## src/rtl/fluxo_dados_pkg.sv

```systemverilog
// Shared constants for the memory-game datapath: button count, sequence depth
// and the fixed move sequence stored in the ROM.
package fluxo_dados_pkg;

    localparam int FD_N     = 4;
    localparam int FD_DEPTH = 16;
    localparam int FD_CNT_W = $clog2(FD_DEPTH);

    typedef logic [FD_N-1:0]     jogada_t;
    typedef logic [FD_CNT_W-1:0] endereco_t;

    // Index 0 is the first move the player must repeat.
    localparam jogada_t FD_ROM [FD_DEPTH] = '{
        4'b0001, 4'b0010, 4'b0100, 4'b1000,
        4'b0100, 4'b0010, 4'b0001, 4'b0001,
        4'b0010, 4'b0010, 4'b0100, 4'b0100,
        4'b1000, 4'b1000, 4'b0001, 4'b0100
    };

endpackage

```

## src/rtl/fluxo_dados_edge_detector.sv

```systemverilog
// Rising-edge pulse generator: pulso is high while sinal is set and was clear
// at the previous clock edge.
module fluxo_dados_edge_detector (
    input  logic clock,
    input  logic reset,
    input  logic sinal,
    output logic pulso
);

    logic sinal_p1;

    always_ff @(posedge clock) begin
        if (!reset) begin
            sinal_p1 <= 1'b0;
        end else begin
            sinal_p1 <= sinal;
        end
    end

    // Clearing history on reset lets a button held through reset release fire once.
    assign pulso = sinal & ~sinal_p1;

endmodule

```

## src/rtl/fluxo_dados.sv

```systemverilog
// Memory-game datapath: address counter, fixed sequence ROM, player-move
// register, move comparator and button edge detector, plus debug taps.
module fluxo_dados
    import fluxo_dados_pkg::*;
#(
    parameter int N     = FD_N,
    parameter int DEPTH = FD_DEPTH,
    localparam int CNT_W = $clog2(DEPTH)
) (
    input  logic             clock,
    input  logic             reset,
    input  logic [N-1:0]     chaves,
    input  logic             zeraC,
    input  logic             contaC,
    input  logic             zeraR,
    input  logic             registraR,
    output logic             igual,
    output logic             fim,
    output logic             jogada,
    output logic [CNT_W-1:0] db_contagem,
    output logic [N-1:0]     db_memoria,
    output logic [N-1:0]     db_jogada
);

    logic [CNT_W-1:0] contagem;
    logic [N-1:0]     jogada_reg;
    logic [N-1:0]     rom_dado;
    logic             ativo;

    always_ff @(posedge clock) begin
        if (!reset) begin
            contagem <= '0;
        end else if (zeraC) begin
            contagem <= '0;
        end else if (contaC) begin
            contagem <= fim ? '0 : contagem + CNT_W'(1);
        end
    end

    always_ff @(posedge clock) begin
        if (!reset) begin
            jogada_reg <= '0;
        end else if (zeraR) begin
            jogada_reg <= '0;
        end else if (registraR) begin
            jogada_reg <= chaves;
        end
    end

    assign rom_dado = FD_ROM[contagem];

    // Plain equality: a multi-button press stored in the register never matches.
    assign igual = (jogada_reg == rom_dado);
    assign fim   = (contagem == CNT_W'(DEPTH - 1));
    assign ativo = |chaves;

    fluxo_dados_edge_detector u_detector (
        .clock (clock),
        .reset (reset),
        .sinal (ativo),
        .pulso (jogada)
    );

    assign db_contagem = contagem;
    assign db_memoria  = rom_dado;
    assign db_jogada   = jogada_reg;

endmodule
```

## config.mk

```make
export PLATFORM = sky130hd
export DESIGN_NAME = fluxo_dados
export DESIGN_NICKNAME = d
export VERILOG_FILES = /design/src/rtl/fluxo_dados_pkg.sv /design/src/rtl/fluxo_dados_edge_detector.sv /design/src/rtl/fluxo_dados.sv
export SDC_FILE = /design/constraint.sdc
export NUM_CORES = 1
export LEC_CHECK = 0
export BUFFER_PORTS_ARGS = -buffer_cell sky130_fd_sc_hd__buf_2
export CAP_MARGIN = 20
export CORE_AREA = 2 2 55 57
export DETAILED_ROUTE_END_ITERATION = 12
export DIE_AREA = 0 0 57 59
export PLACE_DENSITY = 0.41
export SYNTH_ARGS = -nofsm -noshare
export SYNTH_HDL_FRONTEND = slang
export SYNTH_HIERARCHICAL = 1
export SYNTH_SLANG_ARGS = --single-unit
```

## constraint.sdc

```tcl
create_clock -name clock -period 2.4 [get_ports clock]
set_input_delay 0.24 -clock clock [delete_from_list [all_inputs] [get_ports clock]]
set_output_delay 0.24 -clock clock [all_outputs]
set_load 0.05 [all_outputs]
```

-- Word-level counts from Yosys, hierarchy flattened
Memory sizes are Yosys's and may differ from the RTL's.
Index checks and enable logic that the tools add are counted.
- bits of input ports: 10
- bits in registers: 9
- bits in read-only memories: 64
- bits in latches: 0
- output and inout bits: 15
- memories kept: 1
- RAM bits: 0
- $lt $le $gt $ge: 1
- bitwise logic cells: 4
- equal/unequal tests: 2
- div/mod/pow operators: 0
- shift-type cells: 0
- $mul: 0
- multiplexer cells: 3
- add/sub/neg operators: 1
- reductions and logical operators: 3
- memories (name ; depth ; bits a word ; read ports ; clocked after memory_dff ; wr ports ; line ; source):
    (no name shown) ; 16 ; 4 ; 1 ; 0 ; 0 ; fluxo_dados.sv:50 ; assign rom_dado = FD_ROM[contagem];
- operators by type and width (operator ; count):
    $mux W4 ; 3
    $ge A5 B5 Y1 const B ; 1
    $not A4 Y5 ; 1
    $add A4 B1 Y4 const B ; 1
    $eq A4 B4 Y1 ; 1
    $eq A4 B4 Y1 const B ; 1
    $reduce_or A2 Y1 ; 2
    $reduce_or A4 Y1 ; 1
    $not A1 Y1 ; 2
    $and A1 B1 Y1 ; 1

-- Logic depth before layout (Yosys ltp)
Gate-level depths: netlist (run 1).
- word-level depth: 5
- gate-level depth with buffers: 7
- gate-level depth less buffers: 6

-- Modules after synthesis
Netlist (run 1), hierarchy kept.
- by module, submodules not included (module ; cells an instance ; area each (µm²) ; times used ; sequential area each (µm²)):
    fluxo_dados ; 68 ; 610.6 ; 1 ; 160.2
    fluxo_dados_edge_detector ; 3 ; 40.0 ; 1 ; 20.0

-- Worst setup path after synthesis (run 1)
OpenSTA, ideal clock, no wires.
- path kind: flip-flop to output port
- from: register contagem[0], in the netlist db_contagem[0]
- to: output port igual
- arrival: 2.905 ns
- stages on the path, launching flop included: 7
- setup slack: -0.745 ns
- buffers on the path: 0
- data required time: 2.160 ns
- path through: dfxtp_1 > inv_1 > ha_1 > mux2_2 > nand2_1 > o21ai_0 > a211oi_2
- cells in the longest elaborated chain, start to end: 5
- ends and longest elaborated chain (element ; line ; source):
    start, declared ; fluxo_dados.sv:25 ; logic [CNT_W-1:0] contagem;
    start signal, assigned ; fluxo_dados.sv:36 ; contagem <= fim ? '0 : contagem + CNT_W'(1);
    $not A4 Y5 (implied by the code) ; fluxo_dados.sv:50 ;
    $mem_v2 Z16 W4 ; - ;
    $mux W4 (implied by the code) (2 in a row) ; fluxo_dados.sv:50 ;
    net db_memoria[0] ; fluxo_dados.sv:21 ; output logic [N-1:0] db_memoria,
    $eq A4 B4 Y1 ; fluxo_dados.sv:53 ; assign igual = (jogada_reg == rom_dado);
    end, declared ; fluxo_dados.sv:17 ; output logic igual,
The timed path passes the listed nets, and every way through them passes these cells. The select of a mux whose other input is x is not followed.

-- Final worst setup path (run 1)
- from: register contagem[1], in the netlist db_contagem[1]
- to: output port igual
- cells in the longest elaborated chain, start to end: 5
- ends and longest elaborated chain (element ; line):
    $not A4 Y5 (implied by the code) ; fluxo_dados.sv:50
    $mem_v2 Z16 W4 ; -
    $mux W4 (implied by the code) (2 in a row) ; fluxo_dados.sv:50
    $eq A4 B4 Y1 ; fluxo_dados.sv:53
Every way passes these cells. The select of a mux whose other input is x is not followed.

==> key figures, run 1 <==
Floorplanning
  – Core box area: 2710 sq um
  – Height of the chip: 59 um
  – Rows: 19
  – Die outline width: 57 um
  – I/O pin cnt: 25
  – Initial core utilization: 24.0%
  – Die ar.: 3360 sq um

Hold path
  – Worst Hold Class: in2reg

STA
  – Min cycle time layout: 2.39 ns
  – Crit share post-route: 99.5%
  – Pins Over Slew Limit: 0
  – Fin. Hold Viols: 0
  – Final setup fails: 0
  – Setup ws final: 0.0122 ns
  – Final Skew: 0.000219 ns
  – Max Fclk: 0.419 GHz
  – Max_slew headroom: 75.8%
  – Worst-margin pin slew: 0.363 ns
  – RSZ-0062 raised after global routing: true
  – TNS Setup: 0 ns

Setup path
  – Worst endpoint required time: 2.16 ns
  – Cells along the critical path: inv_4 > ha_4 > mux4_2 > xor2_1 > a221o_1 > a211oi_4 > buf_6
  – Worst Path Max Fanout: 6
  – CP arrival: 2.15 ns
  – Crit-path slowest cell: mux4_2
  – Slowest stage delay, CP: 0.46 ns
  – CP Class: reg2out
  – CP Launch Type: flip-flop
  – Crit. End Element: output pin

Logic synthesis
  – Syn Nets: 87
  – Yosys cell types: 34
  – Yosys Warn Count: 6
  – Synth area leaders: dfxtp_1 28%, ha_1 12%, mux2i_1 7.7%, nor2_1 4.0%, xnor2_1 4.0%
  – Sequential fraction of the synthesis area: 27.7%
  – Post-synthesis register bit count: 9
  – Cells after synthesis: 71
  – Mapped Avg Cell Area: 9.16 sq um
  – Mapped Area: 651 sq um
  – Area share of the largest cell type after synthesis: 27.7%
  – Yosys top cell by area: dfxtp_1

Power and ir drop
  – Combinational share of power: 27.9%
  – Clk pwr share: 30.5%
  – Switching Share: 33.1%
  – Power, Total: 0.000385 W
  – Int Power: 0.000258 W
  – Pwr/cell area: 423 nW/um^2
  – Highest ir drop seen on vdd: 0.274 mV
  – Part of the power in registers: 41.6%
  – Psw: 0.000128 W
  – Static leakage: 0.431 nW

Drt
  – Via Count: 600
  – Antenna Violating Nets Remaining: 0
  – WL final: 1570 um
  – Iteration-0 DRC Markers: 9
  – First-pass detailed-route iteration total: 2
  – Vias per cell: 4.58
  – Drt drc: 0
  – Avg WL per Cell: 12.0 um

Global route
  – Gr ovfl total: 0
  – Antenna violations before repair: 0
  – Largest net degree at the start of global routing: 12
  – First-pass GRT wire length: 2500 um
  – Vias in the first global route: 568
  – Total GRT Usage: 9.89%

Placed design
  – DP Cell Count: 123
  – Post-Place Setup Slack: 0.0940 ns
  – Detailed placer's ending HPWL: 1270 um
  – GPL Wtd Cong: 0.741
  – IO Port Bufs: 24

Finish
  – Total Nets Final: 117
  – Final std cells w/o fill: 131
  – Layout cells sized above 1: 47.0%
  – P&R area growth vs syn: 40.0%
  – ANT cells: 0

Clocking
  – CTS Buf Count: 3
  – CTS sink cnt: 9
  – TritonCTS clock tree: yes
  – Clk Latency, worst-skew pair: 0.26 ns
  – Clock transition at path regs: 0.06 ns
  – Clock root cell: clkbuf_4
  – H-tree Lvls: 1
  – Clock buffer depth: 2

Run
  – Max_cap viols: 0

Outcome
  – Status: completed
[state kept, by name, summed over array words and instances, names as in the netlist]
| register | flops |
|---|---|
| db_jogada | 4 |
| db_contagem | 4 |
| u_detector/sinal_p1 | 1 |
[per-stage QoR]
stage / util [%] / cell area [sq um] / hold slack [ns]
3_3_place_gp: 30.3 / 821 / 0.415
2_1_floorplan: - / 684 / 0.309
3_5_place_dp: 30.3 / 821 / 0.416
5_1_grt: 33.6 / 911 / 0.133
6_report: 33.6 / 911 / 0.149
4_1_cts: 33.1 / 898 / 0.136
[worst max-delay path: cells and delay by family, from the launching register on]
family	cells	cell delay (ns)
DFF	1	0.41
AOI/OAI and AO/OA	2	0.47
xor gates and xnor gates	1	0.16
muxes	1	0.46
adders and majority gates	1	0.14
buffers and inverters	2	0.24
[Yosys cell counts]
master / instances
nand3_1: 1
or4_1: 1
nor2_1: 7
a211oi_1: 1
nor3_1: 1
mux4_2: 1
inv_1: 6
xnor2_1: 3
nor3b_1: 1
buf_6: 2
o221ai_1: 1
nand4_1: 1
clkbuf_1: 2
nand2_1: 2
and2_1: 1
a31oi_1: 1
nor2b_4: 1
a211o_1: 1
o31ai_1: 2
mux2i_1: 5
and3_1: 1
mux2_2: 1
xor2_1: 1
a221o_1: 1
and3b_2: 1
dfxtp_1: 9
or3_1: 1
o21ai_0: 3
buf_4: 1
or2_2: 1
nor2b_1: 1
nand2b_1: 2
ha_1: 6
a211oi_2: 1
[cell usage in the layout, fill, tap and decap left out, types with 2 or more instances in the layout]
master,Yosys,layout
mux2i_1,5,5
dfxtp_1,9,6
nand2_1,2,2
clkbuf_4,0,3
xnor2_1,3,3
dfxtp_4,0,2
inv_1,6,4
buf_2,0,23
nand2b_1,2,2
nor2_1,7,7
ha_4,0,3
buf_4,1,6
o21ai_0,3,2
o31ai_1,2,2
ha_1,6,3
[worst paths after layout]
check	to	slack, ns	startpoint	depth (start not counted)
setup / recovery	igual	0.01	db_contagem[1]$_SDFFE_PP0P_	7
hold / removal	db_contagem[1]$_SDFFE_PP0P_	0.15	zeraC	2
setup reg to reg	db_contagem[2]$_SDFFE_PP0P_	1.04	db_contagem[1]$_SDFFE_PP0P_	4
hold reg to reg	db_jogada[3]$_SDFFE_PP0P_	0.55	db_jogada[3]$_SDFFE_PP0P_	2
[metal layers]
metal | global-route usage (%) | vias up | share of wire (%)
li1 | - | 307 | -
met1 | 11.4 | 280 | 42
met2 | 16.4 | 13 | 52
met3 | 4.59 | 0 | 6.3
met4 | 2.99 | 0 | 0
met5 | 0 | - | 0
[timing repair]
item                                    4_1_cts  5_1_grt
hold buffers                                  0        0
pin swaps                                     3        0
buffers inserted                              4        0
endpoints found under the setup margin        1        1
gates resized for setup                       5        2
[power groups by stage]
stage / clock, W / combinational (W) / sequential [W]
final: 0.000118 / 0.000108 / 0.000160
after global routing: 0.000134 / 0.000116 / 0.000161
after CTS: 0.000122 / 0.000109 / 0.000160
after detailed placement: 0 / 0.000101 / 0.000163
after global placement: 0 / 0.000102 / 0.000163
after floorplan: 0 / 0.0000640 / 0.000176
[area by class of cell]
type | count | area [sq um]
repair buffers | 30 | 171
flip-flops and latches | 9 | 189
fillers | 315 | 1800
well taps | 31 | 38.8
multi-input cells | 51 | 455
inverters | 6 | 30.0
clock buffers | 4 | 26.3
[kinds of logic (layout without fill, tap and decap cells)]
| group | Yosys count | count (layout) | synth area share [%] |
|---|---|---|---|
| AO/OA/AOI/OAI | 11 | 11 | 12.9 |
| flip-flops | 9 | 9 | 27.7 |
| adder cells (fa/ha/maj) | 6 | 6 | 11.5 |
| multiplexers | 7 | 7 | 12.9 |
| XOR/XNOR | 4 | 4 | 5.39 |
| buffers and inverters | 11 | 40 | 9.23 |
| AND/OR/NAND/NOR | 23 | 23 | 20.4 |
No activity file was read; power rests on OpenSTA's default activity.
==> run 2: changes to the inputs <==
- REMOVE_ABC_BUFFERS: not set -> 1
==> run 2 against run 1 <==
Against the previous run: final cell count is 1.5% higher; clock skew hardly changed; critical path depth stayed put; first-iteration DRC count is 22% higher; non-clock buffer count is 2 higher; final area is 0.14% higher; sequential share of layout area is 0.17 points lower; die area stayed put; sequential power hardly changed; largest cell class unchanged.
==> key figures, run 2 (synthesis gave the netlist of run 1 again) <==
Floorplanning
  – Initial core utilization: 24.0% (unchanged)
  – Core box area: 2710 sq um (unchanged)
  – Rows: 19 (unchanged)
  – Height of the chip: 59 um (unchanged)
  – Die ar.: 3360 sq um (unchanged)
  – Die outline width: 57 um (unchanged)
  – I/O pin cnt: 25 (unchanged)

Power and ir drop
  – Static leakage: 0.437 nW (+1.4%)
  – Pwr/cell area: 421 nW/um^2 (-0.37%)
  – Highest ir drop seen on vdd: 0.259 mV (-5.5%)

Setup path
  – Number of buffers and inverters on the critical path: 2 (unchanged)
  – CP Class: reg2out
  – CP arrival: 2.11 ns (-0.04 ns)
  – Crit. End Element: output pin
  – Worst Path Max Fanout: 6 (unchanged)
  – CP delay by family, top: multiplexers
  – Worst endpoint required time: 2.16 ns (about the same)
  – Slowest stage delay, CP: 0.46 ns (about the same)
  – CP Launch Type: flip-flop
  – FF-to-FF setup slack: 1.05 ns (about the same)
  – Crit-path slowest cell: mux4_2
  – Cells along the critical path: inv_2 > ha_4 > mux4_2 > xor2_1 > a221o_1 > a211oi_2 > buf_6

Drt
  – Antenna Violating Nets Remaining: 0 (unchanged)
  – WL final: 1660 um (+5.5%)
  – Avg WL per Cell: 12.4 um (+4.0%)
  – Vias per cell: 4.62 (+0.79%)
  – Iteration-0 DRC Markers: 11 (+2)
  – Drt drc: 0 (unchanged)
  – First-pass detailed-route iteration total: 4 (+2)
  – Via Count: 614 (+2.3%)

Finish
  – ANT cells: 0 (unchanged)
  – FILL cells: 318 (+0.95%)
  – Layout cells sized above 1: 47.1% (+0.059 points)
  – Sequential Area: 188 sq um (-0.66%)
  – Multi-input gate area: 448 sq um (-1.6%)
  – P&R area growth vs syn: 40.2%
  – Total Nets Final: 119 (+1.7%)
  – Most common cell after layout, fill and taps aside: buf_2
  – Final std cells w/o fill: 133 (+1.5%)
  – Most frequent cells in the layout: 23 x buf_2, 8 x buf_4, 7 x nor2_1, 7 x dfxtp_1, 5 x mux2i_1
  – Fin util: 33.7% (+0.046 points)

Run
  – Max_cap viols: 0 (unchanged)

STA
  – Pins Over Slew Limit: 0 (unchanged)
  – RSZ-0062 raised after global routing: true
  – Crit share post-route: 98.1% (-1.4 points)
  – Max Fclk: 0.425 GHz (+1.5%)
  – Worst-margin pin slew: 0.377 ns (+0.0141 ns)
  – Max_slew headroom: 74.8% (-0.94 points)
  – Final Skew: 0.000198 ns (-0.0000206 ns)
  – Fin. Hold Viols: 0 (unchanged)
  – Final setup fails: 0 (unchanged)
  – Min cycle time layout: 2.35 ns (-0.0342 ns)

Clocking
  – H-tree Lvls: 1 (unchanged)
  – Clock buffer depth: 2 (unchanged)
  – Clock root cell: clkbuf_4
  – Clock transition at path regs: 0.06 ns (about the same)
  – CTS Hold Bufs: 0 (unchanged)
  – TritonCTS clock tree: yes
  – CTS sink cnt: 9 (unchanged)
  – Clk Latency, worst-skew pair: 0.26 ns (about the same)
  – CTS Buf Count: 3 (unchanged)

Hold path
  – Worst Hold Class: in2reg

Placed design
  – DP Cell Count: 125 (+1.6%)
  – IO Port Bufs: 24 (unchanged)
  – GPL Wtd Cong: 0.716 (-3.4%)
  – Detailed placer's ending HPWL: 1280 um (+0.95%)

Global route
  – Total GRT Usage: 10.7% (+0.77 points)
  – First-pass GRT wire length: 2700 um (+7.7%)
  – Largest net degree at the start of global routing: 13 (+1)
  – Antenna violations before repair: 0 (unchanged)
  – Gr ovfl total: 0 (unchanged)
  – Vias in the first global route: 594 (+4.6%)

Outcome
  – Status: completed
[run 2: cell types whose count changed in the layout (fill, tap and decap cells not counted), sizes merged]
cell,previous run,this run
buf,30,32
[run 2: area by class of cell]
| cell class | count | share of cell area (%) |
|---|---|---|
| Timing Repair Buffer | 32 | 20.4 |
| Inverter | 6 | 2.74 |
| Tap cell | 31 | 4.25 |
| Clock buffer | 4 | 2.88 |
| Multi-Input combinational cell | 51 | 49.1 |
| Sequential cell | 9 | 20.6 |
[run 2: through the flow]
step | cell area, sq um | power [W] | hold slack (ns) | setup slack [ns] | setup TNS [ns]
2_1_floorplan | 613 | 0.000231 | 0.319 | -0.766 | -0.766
3_3_place_gp | 802 | 0.000261 | 0.435 | 0.142 | 0
3_5_place_dp | 802 | 0.000262 | 0.435 | 0.111 | 0
4_1_cts | 912 | 0.000390 | 0.144 | -0.0180 | -0.0180
5_1_grt | 912 | 0.000408 | 0.150 | -0.0590 | -0.0590
6_report | 912 | 0.000384 | 0.153 | 0.0463 | 0
[run 2: timing repair]
item | 4_1_cts | 5_1_grt
setup endpoints to repair | 1 | 1
setup buffers | 4 | 0
pin swaps | 4 | 1
resized for setup | 15 | 0
[run 2: power by group]
group	total [W]	leakage [nW]	switching [W]	internal (W)
Clock	0.000119	0.0150	0.0000550	0.0000641
Combinational	0.000106	0.347	0.0000666	0.0000389
Sequential	0.000160	0.0750	0.00000658	0.000153
Total	0.000384	0.437	0.000128	0.000256
[run 2: layer usage]
metal,up-vias,part of all wire [%],global-route usage [%]
met5,-,0,0
met4,0,0.54,2.99
met3,2,4.4,4.37
met2,11,49,17.6
met1,293,46,12.9
li1,308,-,-
[run 2: worst paths after layout]
| check | from | end | cells past startpoint |
|---|---|---|---|
| max | db_contagem[1]$_SDFFE_PP0P_ | igual | 7 |
| min reg2reg | db_jogada[3]$_SDFFE_PP0P_ | db_jogada[3]$_SDFFE_PP0P_ | 2 |
| min | zeraC | db_contagem[1]$_SDFFE_PP0P_ | 2 |
| max reg2reg | db_contagem[1]$_SDFFE_PP0P_ | db_contagem[2]$_SDFFE_PP0P_ | 4 |
